--- src/rtl/cu_pkg.sv ---
// Shared types and IR field positions for the accumulator-CPU control unit.
package cu_pkg;

  typedef enum logic [1:0] {
    S_FETCH    = 2'd0,
    S_EXEC     = 2'd1,
    S_ST_WRITE = 2'd2,
    S_HALTED   = 2'd3
  } state_e;

  typedef enum logic [2:0] {
    CL_ALU     = 3'd0,
    CL_LD      = 3'd1,
    CL_LDI     = 3'd2,
    CL_ST      = 3'd3,
    CL_JMP     = 3'd4,
    CL_HALT    = 3'd5,
    CL_ILLEGAL = 3'd6
  } op_class_e;

  // IR field positions
  localparam int IR_CLASS_BIT  = 7;  // 0: ALU instruction
  localparam int IR_MAJOR_MSB  = 6;  // ir[6:4] selects the non-ALU class
  localparam int IR_MAJOR_LSB  = 4;
  localparam int IR_UNCOND_BIT = 3;  // JMP vs Jc
  localparam int IR_I_BIT      = 2;  // ALU: write to register dd with inverted operands
  localparam int IR_C_BIT      = 2;  // Jc: invert the tested flag
  localparam int IR_FIELD_MSB  = 1;  // dd / ff field
  localparam int IR_FIELD_LSB  = 0;
  localparam int IR_S_BIT      = 0;  // ST: 0 stores A, 1 stores B

endpackage

--- src/rtl/cu_decode.sv ---
// Combinational instruction decoder: IR -> opcode class and operand fields.
module cu_decode
  import cu_pkg::*;
#(
  parameter int NREG = 4
) (
  input  logic [7:0]      ir,
  output op_class_e       op_class,
  output logic            i_bit,
  output logic            s_bit,
  output logic            c_bit,
  output logic            uncond,
  output logic [1:0]      ff,
  output logic [NREG-1:0] reg_onehot,
  output logic            dd_bad
);

  logic [1:0] dd;

  assign dd     = ir[IR_FIELD_MSB:IR_FIELD_LSB];
  assign ff     = ir[IR_FIELD_MSB:IR_FIELD_LSB];
  assign i_bit  = ir[IR_I_BIT];
  assign c_bit  = ir[IR_C_BIT];
  assign s_bit  = ir[IR_S_BIT];
  assign uncond = ir[IR_UNCOND_BIT];

  // Classify the opcode; every unlisted high nibble is undefined.
  always_comb begin
    // NOTE: assigning a default before the case keeps every path driven, so no latch is inferred.
    op_class = CL_ILLEGAL;
    if (!ir[IR_CLASS_BIT]) begin
      op_class = CL_ALU;
    end else begin
      case (ir[IR_MAJOR_MSB:IR_MAJOR_LSB])
        3'b000:  op_class = CL_LD;
        3'b010:  op_class = CL_LDI;
        3'b011:  op_class = CL_ST;
        3'b100:  op_class = CL_JMP;
        3'b110:  op_class = CL_HALT;
        default: op_class = CL_ILLEGAL;
      endcase
    end
  end

  // One-hot register select; indices beyond the register file give all-zero.
  always_comb begin
    reg_onehot = '0;
    dd_bad     = (int'(dd) >= NREG);
    for (int k = 0; k < NREG; k++) begin
      if (int'(dd) == k) reg_onehot[k] = 1'b1;
    end
  end

endmodule

--- src/rtl/cu_sequencer.sv ---
// FETCH/EXEC/ST_WRITE/HALTED sequencer for the 8-bit accumulator CPU.
// Build option: define CU_MEM_WAIT_EN to let mem_ready stretch memory states;
// otherwise every memory access completes in one cycle and mem_ready is ignored.
module cu_sequencer
  import cu_pkg::*;
#(
  parameter int NREG  = 4,
  parameter int NFLAG = 4
) (
  input  logic             clk,
  input  logic             rst,
  input  logic [7:0]       ir,
  input  logic [NFLAG-1:0] flags,
  input  logic             mem_ready,
  output logic             mem_oe,
  output logic             mem_we,
  output logic             addr_dp,
  output logic             ir_we,
  output logic             ip_inc,
  output logic             swap_p,
  output logic             d_to_di,
  output logic [NREG-1:0]  reg_we,
  output logic             a_we,
  output logic [NREG-1:0]  reg_oe_alu,
  output logic             oe_a_d,
  output logic             oe_b_d,
  output logic             alu_oe,
  output logic             alu_invert,
  output logic             we_flags,
  output logic             halted,
  output logic             illegal
);

  state_e          state_q, state_d;
  op_class_e       op_class;
  logic            i_bit, s_bit, c_bit, uncond, dd_bad;
  logic [1:0]      ff;
  logic [NREG-1:0] reg_onehot;
  logic            accept;
  logic            flag_bit;

`ifdef CU_MEM_WAIT_EN
  assign accept = mem_ready;
`else
  logic unused_mem_ready;
  assign unused_mem_ready = mem_ready;
  assign accept           = 1'b1;
`endif

  cu_decode #(.NREG(NREG)) u_decode (
    .ir         (ir),
    .op_class   (op_class),
    .i_bit      (i_bit),
    .s_bit      (s_bit),
    .c_bit      (c_bit),
    .uncond     (uncond),
    .ff         (ff),
    .reg_onehot (reg_onehot),
    .dd_bad     (dd_bad)
  );

  // Select the tested flag; indices past the flag vector read as zero.
  always_comb begin
    flag_bit = 1'b0;
    for (int k = 0; k < NFLAG; k++) begin
      if (int'(ff) == k) flag_bit = flags[k];
    end
  end

  // State register with synchronous active-low reset.
  always_ff @(posedge clk) begin
    // NOTE: state flops use non-blocking assignments so every flop samples pre-edge values.
    if (!rst) state_q <= S_FETCH;
    else      state_q <= state_d;
  end

  // Next-state and strobe decode; everything is held low while reset is asserted.
  always_comb begin
    state_d    = state_q;
    mem_oe     = 1'b0;
    mem_we     = 1'b0;
    addr_dp    = 1'b0;
    ir_we      = 1'b0;
    ip_inc     = 1'b0;
    swap_p     = 1'b0;
    d_to_di    = 1'b0;
    reg_we     = '0;
    a_we       = 1'b0;
    reg_oe_alu = '0;
    oe_a_d     = 1'b0;
    oe_b_d     = 1'b0;
    alu_oe     = 1'b0;
    alu_invert = 1'b0;
    we_flags   = 1'b0;
    halted     = 1'b0;
    illegal    = 1'b0;
    if (rst) begin
      case (state_q)
        S_FETCH: begin
          mem_oe = 1'b1;
          ir_we  = 1'b1;
          ip_inc = accept;
          if (accept) state_d = S_EXEC;
        end
        S_EXEC: begin
          case (op_class)
            CL_ALU: begin
              alu_oe     = 1'b1;
              we_flags   = 1'b1;
              reg_oe_alu = reg_onehot;
              illegal    = dd_bad;
              if (i_bit) begin
                reg_we     = reg_onehot;
                alu_invert = 1'b1;
              end else begin
                a_we = 1'b1;
              end
              state_d = S_FETCH;
            end
            CL_LD, CL_LDI: begin
              // LD reads through DP; LDI reads the immediate at IP and steps past it.
              addr_dp = (op_class == CL_LD);
              mem_oe  = 1'b1;
              d_to_di = 1'b1;
              if (accept) begin
                reg_we  = reg_onehot;
                ip_inc  = (op_class == CL_LDI);
                illegal = dd_bad;
                state_d = S_FETCH;
              end
            end
            CL_ST: begin
              addr_dp = 1'b1;
              oe_a_d  = ~s_bit;
              oe_b_d  = s_bit;
              state_d = S_ST_WRITE;
            end
            CL_JMP: begin
              swap_p  = uncond | (c_bit ^ flag_bit);
              state_d = S_FETCH;
            end
            CL_HALT: state_d = S_HALTED;
            default: begin
              illegal = 1'b1;
              state_d = S_FETCH;
            end
          endcase
        end
        S_ST_WRITE: begin
          addr_dp = 1'b1;
          mem_we  = 1'b1;
          oe_a_d  = ~s_bit;
          oe_b_d  = s_bit;
          if (accept) state_d = S_FETCH;
        end
        S_HALTED: halted = 1'b1;
        default:  state_d = S_FETCH;
      endcase
    end
  end

endmodule
--- config.mk ---
export PLATFORM = sky130hd
export DESIGN_NAME = cu_sequencer
export DESIGN_NICKNAME = d
export VERILOG_FILES = /design/src/rtl/cu_pkg.sv /design/src/rtl/cu_decode.sv /design/src/rtl/cu_sequencer.sv
export SDC_FILE = /design/constraint.sdc
export NUM_CORES = 1
export LEC_CHECK = 0
export ABC_CLOCK_PERIOD_IN_PS = 2700
export CAP_MARGIN = 10
export CORE_AREA = 2 2 39 41
export DETAILED_ROUTE_END_ITERATION = 10
export DIE_AREA = 0 0 41 43
export DONT_BUFFER_PORTS = 1
export PLACE_DENSITY = 0.58
export REMOVE_ABC_BUFFERS = 1
export SYNTH_ARGS = -nofsm -noshare
export SYNTH_HDL_FRONTEND = slang
export SYNTH_SLANG_ARGS = --single-unit
--- constraint.sdc ---
create_clock -name clk -period 2.7 [get_ports clk]
set_input_delay 0.81 -clock clk [delete_from_list [all_inputs] [get_ports clk]]
set_output_delay 0.81 -clock clk [all_outputs]
set_load 0.02 [all_outputs]
==> metrics.json, run 1 <==
{
  "num_cts_buffers": {"value": 3},
  "cts-hold-fix-buffers": {"value": 0},
  "ir_drop": {"value": 139, "unit": "uV"},
  "mappedNetlistArea": {"value": 435, "unit": "sq um"},
  "cts_root_buf": {"value": "clkbuf_4"},
  "cts_tree": {"value": "done"},
  "setup.reg_to_reg.worst_slack": {"value": 1430, "unit": "ps"},
  "timing.critical_path.required": {"value": 1890, "unit": "ps"},
  "drt-wirelength-per-cell": {"value": 11.6, "unit": "microns"},
  "timing.critical_path.to_type": {"value": "output port"},
  "place_congestion": {"value": 0.750},
  "timing.critical_path.from_type": {"value": "input port"},
  "kind_of_critical_path": {"value": "in -> out"},
  "static_leakage": {"value": 0.226, "unit": "nW"},
  "cts_htree_levels": {"value": 1},
  "final-setup-viol-count": {"value": 0},
  "switchingPower": {"value": 0.0000453, "unit": "W"},
  "worstPathMaxFanout": {"value": 8},
  "grt_antenna_before_repair": {"value": 0},
  "first_pass_iters": {"value": 4},
  "crit_path_max_incr_delay": {"value": 480, "unit": "ps"},
  "synthCells": {"value": 62},
  "largest_registers": {"value": "state_q (2)"},
  "combPwrFrac": {"value": 32.4, "unit": "%"},
  "grt_first_pass_wirelength": {"value": 1330, "unit": "microns"},
  "cell_int_power": {"value": 0.0000998, "unit": "W"},
  "timing.max_slew.rel_slack": {"value": 74.5, "unit": "%"},
  "power.clock.fraction": {"value": 45.1, "unit": "%"},
  "fp-row-count": {"value": 14},
  "first_global_vias": {"value": 381},
  "die_h": {"value": 43, "unit": "microns"},
  "placement.io_buffers": {"value": 0},
  "detailroute.via_count": {"value": 437},
  "cp_slowest_cell": {"value": "mux4_2"},
  "fmaxAchievable": {"value": 400, "unit": "MHz"},
  "vias_per_cell": {"value": 5.20},
  "fin_nets": {"value": 89},
  "final_cell_mix": {"value": "nor2_1 (9), buf_4 (7), nand2_1 (5), inv_1 (5), and2_1 (5)"},
  "timing.max_cap.violations": {"value": 0},
  "period_share": {"value": 92.7, "unit": "%"},
  "count_of_endpoints_failing_hold_in_the_final_timing_report": {"value": 0},
  "top_register": {"value": "state_q"},
  "floorplan.die.width": {"value": 41, "unit": "microns"},
  "grt_overflow": {"value": 0},
  "postSynth.asyncResetShare": {"value": 0, "unit": "%"},
  "timing.hold.worst_path_depth": {"value": 3},
  "final.setup.worst_slack": {"value": 198, "unit": "ps"},
  "hold-path-endpoint": {"value": "state_q[0]"},
  "synth_top_area_share": {"value": 11.5, "unit": "%"},
  "final.min_clock_period": {"value": 2500, "unit": "ps"},
  "antenna_violating_nets_post_route": {"value": 0},
  "hp-start": {"value": "state_q[0]"},
  "path_cells": {"value": "mux4_2 -> xor2_1 -> o21a_1"},
  "finalPower": {"value": 0.000145, "unit": "W"},
  "clock_insertion_delay_worst_skew": {"value": 220, "unit": "ps"},
  "clk_path_buf_depth": {"value": 2},
  "cts.repair.resized": {"value": 0},
  "post_route_utilization": {"value": 36.3, "unit": "%"},
  "cellPowerDensity": {"value": 289, "unit": "mW/mm^2"},
  "worst_clock_skew_on_the_final_layout": {"value": 3.50, "unit": "ps"},
  "detail_route.drc_violations": {"value": 0},
  "area_growth": {"value": 15.5, "unit": "%"},
  "postCtsSetupRepairBufs": {"value": 0},
  "ys_seq_area_share": {"value": 9.20, "unit": "%"},
  "design.core.area": {"value": 0.00138, "unit": "sq mm"},
  "io_count": {"value": 38},
  "finalWirelength": {"value": 975, "unit": "microns"},
  "worst-r2r-cell-count": {"value": 5},
  "synthesis.yosys.warnings": {"value": 0},
  "track_usage": {"value": 11.1, "unit": "%"},
  "p_seq_share": {"value": 22.5, "unit": "%"},
  "post_synth_main_area_contributors": {"value": "ha_1 (11%), dfxtp_1 (9.2%), nor2_1 (7.8%)"},
  "worst-slew-pin-transition": {"value": 381, "unit": "ps"},
  "largest_reg_flops": {"value": 2},
  "r2r_end": {"value": "state_q[0]"},
  "synth.ff_latch_count": {"value": 2},
  "dpl.hpwl": {"value": 816, "unit": "microns"},
  "synth_enable_flop_cells": {"value": 0},
  "crit-reg2reg-launch": {"value": "state_q[1]"},
  "synth.distinct_cells": {"value": 32},
  "swShare": {"value": 31.2, "unit": "%"},
  "postSynth.topFlopCell": {"value": "dfxtp_1"},
  "antenna-diode-count": {"value": 0},
  "setup_total_negative_slack": {"value": 0, "unit": "ps"},
  "initial_core_util": {"value": 31.5, "unit": "%"},
  "drive_gt1_share": {"value": 19.1, "unit": "%"},
  "die-area": {"value": 0.00176, "unit": "sq mm"},
  "timing.critical_path.arrival": {"value": 1690, "unit": "ps"},
  "yosysTopAreaCell": {"value": "ha_1"},
  "total_number_of_clock_tree_sinks": {"value": 2},
  "worst_setup_hold_path_clk_slew": {"value": 30, "unit": "ps"},
  "initialDrtViolationCount": {"value": 5},
  "mostFrequentLayoutCell": {"value": "nor2_1"},
  "dpl_worst_slack": {"value": 203, "unit": "ps"},
  "worstHoldPathType": {"value": "reg -> reg"},
  "grt_max_degree": {"value": 9},
  "rsz0062_at_grt": {"value": "no"},
  "synthesis.area_per_instance": {"value": 7.02, "unit": "sq um"},
  "final_max_slew_viol_count": {"value": 0},
  "status": {"value": "finished, final reports clean"}
}
==> power groups by stage <==
stage,registers (W),logic (W),clock network (W)
6_report,0.0000327,0.0000470,0.0000655
5_1_grt,0.0000329,0.0000527,0.0000694
4_1_cts,0.0000327,0.0000473,0.0000710
3_5_place_dp,0.0000331,0.0000471,0
3_3_place_gp,0.0000330,0.0000465,0
2_1_floorplan,0.0000329,0.0000407,0
==> Yosys cell counts, types with 2 or more instances <==
library cell	instances
nor2_1	9
and2_1	5
inv_1	5
nand2_1	5
ha_1	4
nor3_1	4
dfxtp_1	2
nand3_1	2
nor3b_1	2
xnor2_1	2
==> metal layers <==
metal  part of all wire (%)  GRT usage, %  vias to the layer above
li1                       -             -                      221
met1                     37          9.58                      193
met2                     52          19.4                       23
met3                     11          3.66                        0
met4                      0          8.00                        0
met5                      0             0                        -
==> final cells by class <==
class	instances	area, sq um
timing repair buffer	7	52.6
multi-input combinational	51	349
fill	147	881
sequential	2	40.0
clock buffer	3	22.5
tap	16	20.0
inverter	5	18.8
==> kinds of logic (layout without fill, tap and decap cells) <==
group                    after synthesis  after routing  synth area share (%)
AND/OR/NAND/NOR                       35             35                  44.0
buffers and inverters                  9             15                  10.6
AO/OA/AOI/OAI                          8              8                  13.5
adder cells (fa/ha/maj)                4              4                  11.5
XOR/XNOR                               3              3                  6.04
flip-flops                             2              2                  9.20
multiplexers                           1              1                  5.17
==> worst max-delay path: cells and delay by family <==
family                    cells  cell delay (ps)
xor gates and xnor gates      1              150
AOI/OAI and AO/OA             1              240
muxes                         1              480
==> per-stage QoR <==
stage / hold slack, ps / cell area, sq um / instances
finish: 625 / 503 / 84
global route: 674 / 503 / 84
CTS: 634 / 503 / 84
detailed placement: 630 / 480 / 81
global placement: 629 / 480 / 81
floorplan: 580 / 408 / 58
==> worst max-delay path by stage <==
stage,from,to,slack (ps),depth (start not counted)
detailed placement,ir[0],swap_p,200,3
CTS,ir[0],swap_p,190,3
floorplan,rst,ip_inc,140,3
finish,ir[0],swap_p,200,3
global route,state_q[1],alu_invert,130,6
global placement,ir[0],swap_p,200,3
(Power assumes the default switching activity.)
==> inputs of run 2 (changes only) <==
--- a/config.mk
+++ b/config.mk
@@ -11,7 +11,7 @@
 export DETAILED_ROUTE_END_ITERATION = 10
 export DIE_AREA = 0 0 41 43
 export DONT_BUFFER_PORTS = 1
-export PLACE_DENSITY = 0.58
+export PLACE_DENSITY = 0.51
 export REMOVE_ABC_BUFFERS = 1
 export SYNTH_ARGS = -nofsm -noshare
 export SYNTH_HDL_FRONTEND = slang
==> run 2 against run 1 <==
Compared with the run above:
- clock power down 0.6%
- register-to-register slack about the same
- final cell count unchanged
- sequential share of layout area unchanged
- core utilization unchanged
- via count down 0.23%
==> metrics.json, run 2 (synthesis results as in run 1) <==
{
  "worst_hold_slack": {"value": 632, "unit": "ps"},
  "grt_first_pass_wirelength": {"value": 1440, "unit": "microns"},
  "clk_path_buf_depth": {"value": 2},
  "finalWirelength": {"value": 968, "unit": "microns"},
  "crit_path_max_incr_delay": {"value": 480, "unit": "ps"},
  "vias_per_cell": {"value": 5.19},
  "path_cells": {"value": "mux4_2 -> xor2_1 -> o21a_1"},
  "largest_registers": {"value": "state_q (2)"},
  "worst-path-buf-inv": {"value": 0},
  "kind_of_critical_path": {"value": "in -> out"},
  "cts.repair.resized": {"value": 0},
  "design.core.area": {"value": 0.00138, "unit": "sq mm"},
  "die_h": {"value": 43, "unit": "microns"},
  "dpl_worst_slack": {"value": 194, "unit": "ps"},
  "final.setup.worst_slack": {"value": 203, "unit": "ps"},
  "fmaxAchievable": {"value": 401, "unit": "MHz"},
  "count_of_endpoints_failing_hold_in_the_final_timing_report": {"value": 0},
  "first_pass_iters": {"value": 2},
  "timing.critical_path.required": {"value": 1890, "unit": "ps"},
  "final_cell_mix": {"value": "nor2_1 (9), buf_4 (7), nand2_1 (5), inv_1 (5), and2_1 (5)"},
  "grt_overflow": {"value": 0},
  "static_leakage": {"value": 0.226, "unit": "nW"},
  "fp-row-count": {"value": 14},
  "cell_int_power": {"value": 0.0000998, "unit": "W"},
  "io_count": {"value": 38},
  "drt-wirelength-per-cell": {"value": 11.5, "unit": "microns"},
  "timing.critical_path.from_type": {"value": "input port"},
  "top_signal_layer_used": {"value": "met3"},
  "initial_core_util": {"value": 31.5, "unit": "%"},
  "clock_insertion_delay_worst_skew": {"value": 220, "unit": "ps"},
  "placement.io_buffers": {"value": 0},
  "worstPathMaxFanout": {"value": 8},
  "floorplan.die.width": {"value": 41, "unit": "microns"},
  "cellPowerDensity": {"value": 287, "unit": "mW/mm^2"},
  "worstHoldPathType": {"value": "reg -> reg"},
  "worst_setup_hold_path_clk_slew": {"value": 30, "unit": "ps"},
  "place_congestion": {"value": 0.778},
  "timing.critical_path.to_type": {"value": "output port"},
  "worst_clock_skew_on_the_final_layout": {"value": 2.08, "unit": "ps"},
  "mostFrequentLayoutCell": {"value": "nor2_1"},
  "fin_nets": {"value": 89},
  "track_usage": {"value": 11.5, "unit": "%"},
  "largest_reg_flops": {"value": 2},
  "period_share": {"value": 92.5, "unit": "%"},
  "cp_slowest_cell": {"value": "mux4_2"},
  "post_route_utilization": {"value": 36.3, "unit": "%"},
  "critical-path-top-delay-family": {"value": "multiplexers"},
  "final_max_slew_viol_count": {"value": 0},
  "die-area": {"value": 0.00176, "unit": "sq mm"},
  "cts_tree": {"value": "done"},
  "top_register": {"value": "state_q"},
  "routedLengthMet1": {"value": 343, "unit": "microns"},
  "initialDrtViolationCount": {"value": 2},
  "worst-slew-pin-transition": {"value": 389, "unit": "ps"},
  "antenna-diode-count": {"value": 0},
  "detailroute.via_count": {"value": 436},
  "combPwrFrac": {"value": 32.4, "unit": "%"},
  "status": {"value": "finished, final reports clean"},
  "swShare": {"value": 30.9, "unit": "%"},
  "cts_root_buf": {"value": "clkbuf_4"},
  "met2_length": {"value": 534, "unit": "microns"},
  "power.clock.fraction": {"value": 45.0, "unit": "%"},
  "ir_drop": {"value": 166, "unit": "uV"},
  "grt_antenna_before_repair": {"value": 0},
  "total_number_of_clock_tree_sinks": {"value": 2},
  "dp.cells": {"value": 81},
  "p_seq_share": {"value": 22.6, "unit": "%"},
  "area_growth": {"value": 15.5, "unit": "%"},
  "cts-hold-fix-buffers": {"value": 0},
  "timing.max_cap.violations": {"value": 0},
  "setup_total_negative_slack": {"value": 0, "unit": "ps"},
  "num_cts_buffers": {"value": 3},
  "first_global_vias": {"value": 384},
  "postCtsSetupRepairBufs": {"value": 0},
  "post_layout_nonfiller_instances": {"value": 84},
  "grt_max_degree": {"value": 9},
  "route.met3.wl": {"value": 90, "unit": "microns"},
  "final.min_clock_period": {"value": 2500, "unit": "ps"},
  "antenna_violating_nets_post_route": {"value": 0},
  "timing.max_slew.rel_slack": {"value": 74.0, "unit": "%"},
  "timing.critical_path.arrival": {"value": 1690, "unit": "ps"},
  "dpl.hpwl": {"value": 838, "unit": "microns"},
  "switchingPower": {"value": 0.0000447, "unit": "W"},
  "fillers": {"value": 149},
  "drive_gt1_share": {"value": 19.1, "unit": "%"},
  "final-setup-viol-count": {"value": 0},
  "detail_route.drc_violations": {"value": 0},
  "rsz0062_at_grt": {"value": "no"},
  "cts_htree_levels": {"value": 1}
}
[run 2: stage by stage]
stage | instance area, sq um | total power, W
6_report | 503 | 0.000145
5_1_grt | 503 | 0.000159
4_1_cts | 503 | 0.000151
3_5_place_dp | 480 | 0.0000806
3_3_place_gp | 480 | 0.0000803
2_1_floorplan | 408 | 0.0000736
[run 2: final cells by class]
type | instances | area [sq um] | share of cell area, %
Multi-Input combinational cell | 51 | 349 | 69.4
Inverter | 5 | 18.8 | 3.73
Timing Repair Buffer | 7 | 52.6 | 10.4
Sequential cell | 2 | 40.0 | 7.96
Tap cell | 16 | 20.0 | 3.98
Clock buffer | 3 | 22.5 | 4.48
[run 2: final timing paths]
kind,start,endpoint,slack [ps],cells past startpoint
worst max-delay path,ir[0],swap_p,200,3
worst min-delay path,state_q[0],state_q[0],630,3
worst max register to register,state_q[1],state_q[0],1430,5
worst min register to register,state_q[0],state_q[0],630,3
[run 2: power groups by stage]
stage,Sequential [W],Clock [W],Combinational [W]
floorplan,0.0000329,0,0.0000407
global placement,0.0000331,0,0.0000472
finish,0.0000327,0.0000651,0.0000468
CTS,0.0000327,0.0000704,0.0000477
global route,0.0000330,0.0000735,0.0000526
detailed placement,0.0000331,0,0.0000475
[run 2: tightest hold or removal path, cell delays in order, from the launching register on]
cell	delay (ps)
dfxtp_1	310
inv_1	100
nand2_1	60
o311a_1	110
[run 2: routing by layer]
metal	track usage (%)	vias up
li1	-	225
met1	11.2	193
met2	22.2	18
met3	0	0
met4	6.00	0
met5	0	-
==> inputs of run 3 (changes only) <==
--- a/config.mk
+++ b/config.mk
@@ -11,6 +11,7 @@
 export DETAILED_ROUTE_END_ITERATION = 10
 export DIE_AREA = 0 0 41 43
 export DONT_BUFFER_PORTS = 1
+export GPL_ROUTABILITY_DRIVEN = 0
 export PLACE_DENSITY = 0.51
 export REMOVE_ABC_BUFFERS = 1
 export SYNTH_ARGS = -nofsm -noshare
==> results of run 3 <==
Final layout, timing and power as in run 2 (identical DEF).
